`src/rtl/jtag_ir_dr_path.sv`:
```
// JTAG instruction/data register datapath driven by the TAP controller state code.
// Holds IR, BYPASS, IDCODE and USER registers and muxes the selected LSB onto TDO.
module jtag_ir_dr_path #(
  parameter int unsigned IR_W       = 4,
  parameter int unsigned DR_W       = 8,
  parameter logic [31:0] IDCODE_VAL = 32'h1000_0001
) (
  input  logic            clk,
  input  logic            TRST,
  input  logic [3:0]      tap_state,
  input  logic            TDI,
  output logic            TDO,
  output logic            tdo_en,
  output logic [IR_W-1:0] ir_out,
  output logic [DR_W-1:0] user_dr,
  output logic            user_upd
);

  localparam logic [3:0] S_TLR   = 4'h0;
  localparam logic [3:0] S_CAPDR = 4'h3;
  localparam logic [3:0] S_SHDR  = 4'h4;
  localparam logic [3:0] S_UPDDR = 4'h8;
  localparam logic [3:0] S_CAPIR = 4'hA;
  localparam logic [3:0] S_SHIR  = 4'hB;
  localparam logic [3:0] S_UPDIR = 4'hF;

  localparam logic [IR_W-1:0] IR_IDCODE = IR_W'(1);
  localparam logic [IR_W-1:0] IR_USER   = IR_W'(2);

  logic [IR_W-1:0] r_ir_sh;
  logic [IR_W-1:0] r_ir_out;
  logic            r_byp;
  logic [31:0]     r_id_sh;
  logic [DR_W-1:0] r_usr_sh;
  logic [DR_W-1:0] r_user_dr;
  logic            r_user_upd;

  logic            w_sel_id;
  logic            w_sel_usr;
  logic            w_sel_byp;
  logic [DR_W-1:0] w_usr_shift;

  // Any code other than IDCODE or USER falls through to BYPASS.
  assign w_sel_id    = (r_ir_out == IR_IDCODE);
  assign w_sel_usr   = (r_ir_out == IR_USER);
  assign w_sel_byp   = !(w_sel_id || w_sel_usr);
  assign w_usr_shift = DR_W'({TDI, r_usr_sh} >> 1);

  // Instruction shift and active-instruction registers.
  always_ff @(posedge clk or posedge TRST) begin
    if (TRST) begin
      r_ir_sh  <= '0;
      r_ir_out <= IR_IDCODE;
    end else if (tap_state == S_TLR) begin
      r_ir_sh  <= '0;
      r_ir_out <= IR_IDCODE;
    end else begin
      case (tap_state)
        S_CAPIR: r_ir_sh  <= IR_W'(1);
        S_SHIR:  r_ir_sh  <= {TDI, r_ir_sh[IR_W-1:1]};
        S_UPDIR: r_ir_out <= r_ir_sh;
        default: ;
      endcase
    end
  end

  // Data registers; only the register selected by ir_out captures or shifts.
  always_ff @(posedge clk or posedge TRST) begin
    if (TRST) begin
      r_byp      <= 1'b0;
      r_id_sh    <= '0;
      r_usr_sh   <= '0;
      r_user_dr  <= '0;
      r_user_upd <= 1'b0;
    end else if (tap_state == S_TLR) begin
      r_byp      <= 1'b0;
      r_id_sh    <= '0;
      r_usr_sh   <= '0;
      r_user_dr  <= '0;
      r_user_upd <= 1'b0;
    end else begin
      r_user_upd <= (tap_state == S_UPDDR) && w_sel_usr;
      case (tap_state)
        S_CAPDR: begin
          if (w_sel_byp) r_byp    <= 1'b0;
          if (w_sel_id)  r_id_sh  <= IDCODE_VAL;
          if (w_sel_usr) r_usr_sh <= r_user_dr;
        end
        S_SHDR: begin
          if (w_sel_byp) r_byp    <= TDI;
          if (w_sel_id)  r_id_sh  <= {TDI, r_id_sh[31:1]};
          if (w_sel_usr) r_usr_sh <= w_usr_shift;
        end
        S_UPDDR: begin
          if (w_sel_usr) r_user_dr <= r_usr_sh;
        end
        default: ;
      endcase
    end
  end

  // TDO is the pre-edge LSB of whichever register is shifting.
  always_comb begin
    TDO = 1'b0;
    case (tap_state)
      S_SHIR: TDO = r_ir_sh[0];
      S_SHDR: TDO = w_sel_id ? r_id_sh[0] : (w_sel_usr ? r_usr_sh[0] : r_byp);
      default: ;
    endcase
  end

  assign tdo_en   = (tap_state == S_SHIR) || (tap_state == S_SHDR);
  assign ir_out   = r_ir_out;
  assign user_dr  = r_user_dr;
  assign user_upd = r_user_upd;

endmodule

```
`config.mk`:
```
export PLATFORM = sky130hd
export DESIGN_NAME = jtag_ir_dr_path
export DESIGN_NICKNAME = d
export VERILOG_FILES = /design/src/rtl/jtag_ir_dr_path.sv
export SDC_FILE = /design/constraint.sdc
export NUM_CORES = 1
export LEC_CHECK = 0
export CORE_ASPECT_RATIO = 1.25
export CORE_MARGIN = 2
export CORE_UTILIZATION = 53
export DETAILED_ROUTE_END_ITERATION = 8
export GPL_TIMING_DRIVEN = 1
export PLACE_DENSITY = 0.74
export SYNTH_ARGS = -nofsm -noshare
export SYNTH_HDL_FRONTEND = slang
export SYNTH_SLANG_ARGS = --single-unit
export TNS_END_PERCENT = 20
```
`constraint.sdc`:
```
create_clock -name clk -period 3.4 [get_ports clk]
set_input_delay 1.02 -clock clk [delete_from_list [all_inputs] [get_ports clk]]
set_output_delay 1.02 -clock clk [all_outputs]
set_load 0.02 [all_outputs]
```
-- Word-level counts from Yosys, hierarchy flattened
Index checks and enable logic that the tools add are counted.
- word-level logic and storage cells: 57
- input bits: 7
- register bits: 58
- multiplexer cells: 23
- equal/unequal tests: 14
- reduce and logical (&&, ||, !) cells: 13
- operators by type and width (cell ; number):
    two-way mux 32 bit ; 3
    case mux 32 bit (2 select lines) ; 1
    two-way mux 8 bit ; 6
    != test 3 bit (second input constant) ; 6
    == test 4 bit (second input constant) ; 4
    case mux 8 bit (2 select lines) ; 1
    two-way mux 4 bit ; 3
    AND reduction 3 bit ; 3
    == test 4 x 2 -> 1 bit (second input constant) ; 2
    case mux 4 bit (2 select lines) ; 1
    two-way mux 1 bit ; 6
    nonzero test 2 bit ; 3
    nonzero test 3 bit ; 2
    == test 4 x 1 -> 1 bit (second input constant) ; 1
    == test 4 x 3 -> 1 bit (second input constant) ; 1
    zero test 4 bit ; 1
    case mux 1 bit (2 select lines) ; 2
    logical OR 1 bit ; 2
    AND reduction 2 bit ; 1
    logical AND 1 bit ; 1

-- Longest topological paths before layout
Gate-level depths: netlist of run 1.
- depth after elaboration: 5
- gate-level depth with buffers: 7
- mapped depth without buffers: 4

-- Least setup slack after synthesis of run 1
No wires, ideal clock.
- path kind: input port to output port
- start: in tap_state[3]
- end: out tdo_en
- path slack: 0.289 ns
- stages: 4
- required time: 2.380 ns
- arrival: 2.091 ns
- path through: clkbuf_1 -> nor4b_2 -> clkbuf_1 -> a21o_1
- longest elaborated chain between the ends: 2
- ends and longest elaborated chain (element ; line ; text):
    start, declared ; 10 ; input logic [3:0] tap_state,
    == test 4 bit / == test 4 x 3 -> 1 bit (equally long branches) ; 112 ; assign tdo_en = (tap_state == S_SHIR) || (tap_state == S_SHDR);
    logical OR 1 bit * ; 112 ;
    end, declared ; 13 ; output logic tdo_en,
Mark *: on every way between the ends. The rest lies on a longest branch, timed or not.

-- Worst setup path in the final report of run 1
- start: in tap_state[1]
- end: out tdo_en
Same word-level chain as after synthesis.

==> results of run 1 <==
==> stage by stage <==
| stage | cell area, um2 | cells | TNS (ns) | setup slack [ns] | hold slack, ns |
|---|---|---|---|---|---|
| 2_1_floorplan | 2770 | 266 | 0 | 0.289 | 0.479 |
| 3_3_place_gp | 3070 | 346 | -0.475 | -0.263 | 0.492 |
| 3_5_place_dp | 3070 | 346 | -0.497 | -0.281 | 0.494 |
| 4_1_cts | 3260 | 360 | 0 | 0.0116 | 0.523 |
| 5_1_grt | 3260 | 361 | -0.0250 | -0.0250 | 0.537 |
| 6_report | 3260 | 361 | 0 | 0.0231 | 0.520 |
==> worst max-delay path: stages <==
cell and delay [ns]:
clkdlybuf4s50_1 0.48, nor4b_4 0.38, a21o_1 0.14, dlygate4sd2_1 0.33
==> cell usage in the layout (no fill, tap or decap), types with 2 or more instances in the layout <==
master	synthesis	final
a21o_1	2	2
a21oi_1	5	5
a22o_1	14	14
a22oi_1	3	3
a311oi_1	2	2
and3_1	2	2
buf_4	2	13
clkbuf_8	0	11
clkdlybuf4s50_1	0	19
clkinv_2	0	2
dfrtp_1	57	57
inv_1	37	36
mux2_1	9	9
mux2i_1	29	29
nand2_1	48	48
nand3_1	7	7
nor2_1	7	7
nor3_1	2	2
o21a_1	2	2
o21ai_0	4	4
o21ai_4	3	3
o22ai_1	2	2
==> logic make-up after synthesis <==
logic type	after synthesis
AO/OA/AOI/OAI	42
XOR/XNOR	1
buffers and inverters	52
flip-flops	58
multiplexers	39
AND/OR/NAND/NOR	74
==> worst paths after layout <==
| path | from | end | slack, ns | cells past startpoint |
|---|---|---|---|---|
| max | tap_state[1] | tdo_en | 0.02 | 4 |
| min | r_id_sh[1] | r_id_sh[1] | 0.52 | 2 |
| max reg2reg | ir_out[1] | r_id_sh[3] | 1.62 | 5 |
| min reg2reg | r_id_sh[1] | r_id_sh[1] | 0.52 | 2 |
| max in group asynchronous | TRST | r_id_sh[1] | 1.70 | 3 |
| min in group asynchronous | TRST | r_id_sh[31] | 1.20 | 3 |
==> synth_stat cells (all sizes together) (3+ instances only) <==
cell and instances:
nand2 48, mux2 10, mux2i 29, dfrtp 57, nand3 7, nor2 7, o21ai 8, a21oi 5
a22o 14, inv 37, clkbuf 8, a22oi 3, buf 7
==> layer usage <==
layer / wire length [um] / up-vias
li1: - / 955
met1: 2300 / 942
met2: 2530 / 48
met3: 232 / 13
met4: 133 / 0
met5: 0 / -
==> sequential cells by signal (all words and copies together), names as in the netlist <==
| name | flops |
|---|---|
| r_byp | 1 |
| r_usr_sh | 8 |
| user_dr | 8 |
| user_upd | 1 |
| r_id_sh | 32 |
| r_ir_sh | 4 |
| ir_out | 4 |
==> area by class of cell <==
class	count	area, um2
fill	395	1780
sequential	58	1450
multi-input combinational	156	1100
timing repair buffer	34	302
clock buffer	11	151
inverter	37	139
tap	62	77.6
clock inverter	3	40.0
==> report_power, final <==
group	leakage [nW]	internal, mW	switching, mW
sequential	0.797	0.710	0.0201
combinational	0.761	0.0646	0.0813
clock	0.101	0.368	0.257
total	1.66	1.14	0.359
==> what timing repair did <==
action	in CTS	in global routing
endpoints found under the setup margin	2	1
pin swaps	0	1
resized for setup	3	1
buffers inserted	0	1
==> results.sh, run 1 <==
export IMPL_syn_avg_cell_area_um2=10.4
export IMPL_synth_fa_ha_area_share_pct=0
export IMPL_synthTopCellsByArea="dfrtp_1 (51%), mux2i_1 (10%), nand2_1 (6.5%), inv_1 (5.0%), a22o_1 (4.4%)"
export IMPL_maxCapViolCount=0
export IMPL_top_usage_layer="met2"
export IMPL_synth_warnings=0
export IMPL_grt_pass1_wl_mm=8.91
export IMPL_setup_violations=0
export IMPL_drive_gt1_share_pct=12.4
export IMPL_syn_num_nets=273
export IMPL_grtUsageMet1_pct=26.4
export IMPL_wl_per_cell_um=14.4
export IMPL_io_pins=22
export IMPL_cp_arrival_ns=2.36
export IMPL_diodes=0
export IMPL_synthesis_area_um2=2770
export IMPL_cp_max_fo=3
export IMPL_synth_seq_cells=58
export IMPL_clk_path_buf_depth=2
export IMPL_layout_nets=303
export IMPL_holdBufCountCts=0
export IMPL_startpoint_type="input port"
export IMPL_criticalPathCategory="in2out"
export IMPL_synth_xor_area_share_pct=0.316
export IMPL_yosys_area_top_type="dfrtp_1"
export IMPL_critPathCaptureType="primary output"
export IMPL_postRouteWirelength_mm=5.19
export IMPL_detail_route_antenna_nets=0
export IMPL_synth_top_family_by_area="multiplexers"
export IMPL_run_status="finished, final reports clean"
export IMPL_synth_edf_count=0
export IMPL_final_setup_skew_ns=0.00677
export IMPL_drc_errors=0
export IMPL_via_count=1958
export IMPL_first_global_vias=1920
export IMPL_synth_flop_cell="dfrtp_1"
export IMPL_dr_pass1_iters=4
export IMPL_clock_latency_ns=0.33
export IMPL_leakagePower_nw=1.66
export IMPL_ys_async_sr_fraction_pct=100
export IMPL_worst_pin_slew_ns=0.728
export IMPL_die_h_um=84.8
export IMPL_slew_headroom_pct=51.5
export IMPL_clock_sinks=58
export IMPL_synth_compound_area_share_pct=12.2
export IMPL_synth_simple_area_share_pct=12.3
export IMPL_dpl_hpwl_mm=3.37
export IMPL_core_area_um2=5040
export IMPL_cts_tree="built"
export IMPL_die_area_um2=5820
export IMPL_min_period_ns=3.38
export IMPL_finish_utilization_pct=64.6
export IMPL_max_freq_mhz=296
export IMPL_portBuffers=21
export IMPL_powerDensity_nw_per_um2=460
export IMPL_area_growth_pct=17.7
export IMPL_cp_required_ns=2.38
export IMPL_grt_usage_pct=20.4
export IMPL_grt_max_degree=59
export IMPL_yosysUniqueCellTypes=37
export IMPL_finalWeightedCongestion=0.788
export IMPL_synthCells=266
export IMPL_yosys_area_top_type_share_pct=51.5
export IMPL_period_share_pct=99.3
export IMPL_die_w_um=68.7
export IMPL_overflow=0
export IMPL_slew_violations=0
export IMPL_start_util_pct=54.9
export IMPL_grt_antenna_before_repair=0
export IMPL_avgViaCountPerCell=5.42
export IMPL_first_iter_violations=136
export IMPL_hold_viol_final=0
export IMPL_ctsHtreeMaxLevel=3
export IMPL_cts_buffers=9
export IMPL_synth_seq_area_share_pct=52.4
export IMPL_clk_root_buffer_cell="clkbuf_8"
export IMPL_synthMuxAreaShare_pct=14.5
export IMPL_p_total_mw=1.50
export IMPL_use_met3_pct=5.97
export IMPL_peakVddDrop_mv=0.264
export IMPL_clkSlewWorstSetupHoldPaths_ns=0.06
export IMPL_grtUsageMet2_pct=30.9
export IMPL_min_path_type="reg2reg"
export IMPL_rows=29
(Power assumes the default switching activity.)
==> run 2, diff against run 1 <==
--- a/config.mk
+++ b/config.mk
@@ -7,10 +7,10 @@
 export LEC_CHECK = 0
 export CORE_ASPECT_RATIO = 1.25
 export CORE_MARGIN = 2
-export CORE_UTILIZATION = 53
+export CORE_UTILIZATION = 42
 export DETAILED_ROUTE_END_ITERATION = 8
 export GPL_TIMING_DRIVEN = 1
-export PLACE_DENSITY = 0.74
+export PLACE_DENSITY = 0.58
 export SYNTH_ARGS = -nofsm -noshare
 export SYNTH_HDL_FRONTEND = slang
 export SYNTH_SLANG_ARGS = --single-unit
==> run 2 against run 1 <==
Against the previous run: utilization fell by 13 points; clock-buffer cell count unchanged; fmax increased by 2.2%; final cell count rose by 7.5%; clock skew grew 0.0014 ns; wire length fell by 1.3%; die area is 25% higher; critical path type unchanged; worst setup slack improved by 0.073 ns; non-clock buffer count unchanged; global-route usage down 4.0 points.
==> results.sh, run 2 (synthesized netlist as in run 1, its figures left out) <==
export IMPL_top_register="r_id_sh"
export IMPL_drc_errors=0
export IMPL_portBuffers=21
export IMPL_max_freq_mhz=303
export IMPL_start_util_pct=42.7
export IMPL_clkSlewWorstSetupHoldPaths_ns=0.07
export IMPL_layout_nets=303
export IMPL_startpoint_type="input port"
export IMPL_via_count=1922
export IMPL_first_global_vias=1972
export IMPL_die_area_um2=7270
export IMPL_leakagePower_nw=1.68
export IMPL_cp_arrival_ns=2.28
export IMPL_layout_commonest_cell="dfrtp_1"
export IMPL_worst_pin_slew_ns=0.719
export IMPL_finish_utilization_pct=51.7
export IMPL_largest_reg_flops=32
export IMPL_io_pins=22
export IMPL_pre_cts_ws_ns=-0.276
export IMPL_grt_pass1_wl_mm=9.27
export IMPL_run_status="finished, final reports clean"
export IMPL_cp_max_fo=3
export IMPL_worst_slack_ns=0.0964
export IMPL_powerDensity_nw_per_um2=501
export IMPL_ctsHtreeMaxLevel=3
export IMPL_critical_path_top_delay_family="buffers and inverters"
export IMPL_clock_sinks=58
export IMPL_rsz0062_at_grt="false"
export IMPL_diodes=0
export IMPL_peakVddDrop_mv=0.241
export IMPL_dr_pass1_iters=4
export IMPL_cp_required_ns=2.38
export IMPL_final_cell_mix="dfrtp_1 (57), nand2_1 (48), inv_1 (36)"
export IMPL_slew_headroom_pct=52.1
export IMPL_wl_per_cell_um=13.2
export IMPL_dpl_hpwl_mm=3.34
export IMPL_grt_max_degree=59
export IMPL_die_h_um=94.8
export IMPL_detail_route_antenna_nets=0
export IMPL_final_setup_skew_ns=0.00815
export IMPL_min_period_ns=3.30
export IMPL_rows=33
export IMPL_period_share_pct=97.2
export IMPL_critPathCaptureType="primary output"
export IMPL_cts_buffers=9
export IMPL_avgViaCountPerCell=4.95
export IMPL_setup_violations=0
export IMPL_clk_root_buffer_cell="clkbuf_8"
export IMPL_critPathSlowestCell="clkdlybuf4s50_1"
export IMPL_final_fill_count=600
export IMPL_crit_chain="clkdlybuf4s50_1 -> nor4b_4 -> a21o_1 -> clkdlybuf4s15_1"
export IMPL_postRouteWirelength_mm=5.12
export IMPL_grt_usage_pct=16.3
export IMPL_critPathMaxStageDelay_ns=0.46
export IMPL_core_area_um2=6480
export IMPL_clk_path_buf_depth=2
export IMPL_criticalPathCategory="in2out"
export IMPL_die_w_um=76.6
export IMPL_finalWeightedCongestion=0.804
export IMPL_design_area_um2=3350
export IMPL_clock_latency_ns=0.33
export IMPL_area_growth_pct=21.0
export IMPL_cts_tree="built"
export IMPL_hold_viol_final=0
export IMPL_dpl_cell_area_um2=3110
export IMPL_stdcell_count=388
export IMPL_dp_cells=372
export IMPL_cp_num_buf_inv=2
export IMPL_drive_gt1_share_pct=13.0
export IMPL_first_iter_violations=90
export IMPL_grt_antenna_before_repair=0
export IMPL_overflow=0
export IMPL_min_path_type="reg2reg"
export IMPL_maxCapViolCount=0
export IMPL_slew_violations=0
==> run 2: changes by cell type in the layout (fill, tap and decap cells not counted), sizes merged <==
cell and change:
bufinv +2, dlygate4sd2 -1, clkdlybuf4s15 +1
==> run 2: timing repair <==
action	4_1_cts	5_1_grt
gates resized for setup	3	2
setup buffers	0	0
hold buffers	0	0
setup endpoints to repair	2	2
==> run 2: final cells by class <==
| type | instances | area, um2 | area share [%] |
|---|---|---|---|
| Tap cell | 87 | 109 | 3.25 |
| Inverter | 37 | 139 | 4.14 |
| Clock inverter | 5 | 100 | 2.99 |
| Timing Repair Buffer | 34 | 303 | 9.03 |
| Multi-Input combinational cell | 156 | 1100 | 32.8 |
| Sequential cell | 58 | 1450 | 43.3 |
| Clock buffer | 11 | 151 | 4.51 |
==> run 2: final timing paths <==
| check | slack, ns | cells past startpoint | endpoint | from |
|---|---|---|---|---|
| worst max-delay path | 0.1 | 4 | tdo_en | tap_state[3] |
| worst min-delay path | 0.51 | 1 | r_byp | r_byp |
| worst max register to register | 1.73 | 5 | r_id_sh[23] | ir_out[0] |
| worst min register to register | 0.51 | 1 | r_byp | r_byp |
| max in group asynchronous | 1.72 | 3 | r_id_sh[1] | TRST |
| min in group asynchronous | 1.20 | 3 | user_dr[5] | TRST |
==> run 2: report_power, final <==
group | leakage, nW | switching [mW] | total [mW] | internal, mW
registers | 0.797 | 0.0205 | 0.730 | 0.710
clock network | 0.129 | 0.282 | 0.806 | 0.525
logic | 0.757 | 0.0792 | 0.144 | 0.0646
total | 1.68 | 0.381 | 1.68 | 1.30
==> run 2: routing by layer <==
layer,track usage [%],share of wire [%]
met4,9.09,2.5
met2,26.5,48
met3,3.63,3.3
met5,0,0
met1,20.4,46
==> run 2: metrics by stage <==
step,power (mW),TNS (ns),hold slack (ns)
after floorplan,0.842,0,0.479
after global placement,0.889,-0.506,0.495
after detailed placement,0.890,-0.493,0.498
after CTS,1.70,0,0.514
after global routing,1.75,0,0.535
final,1.68,0,0.509
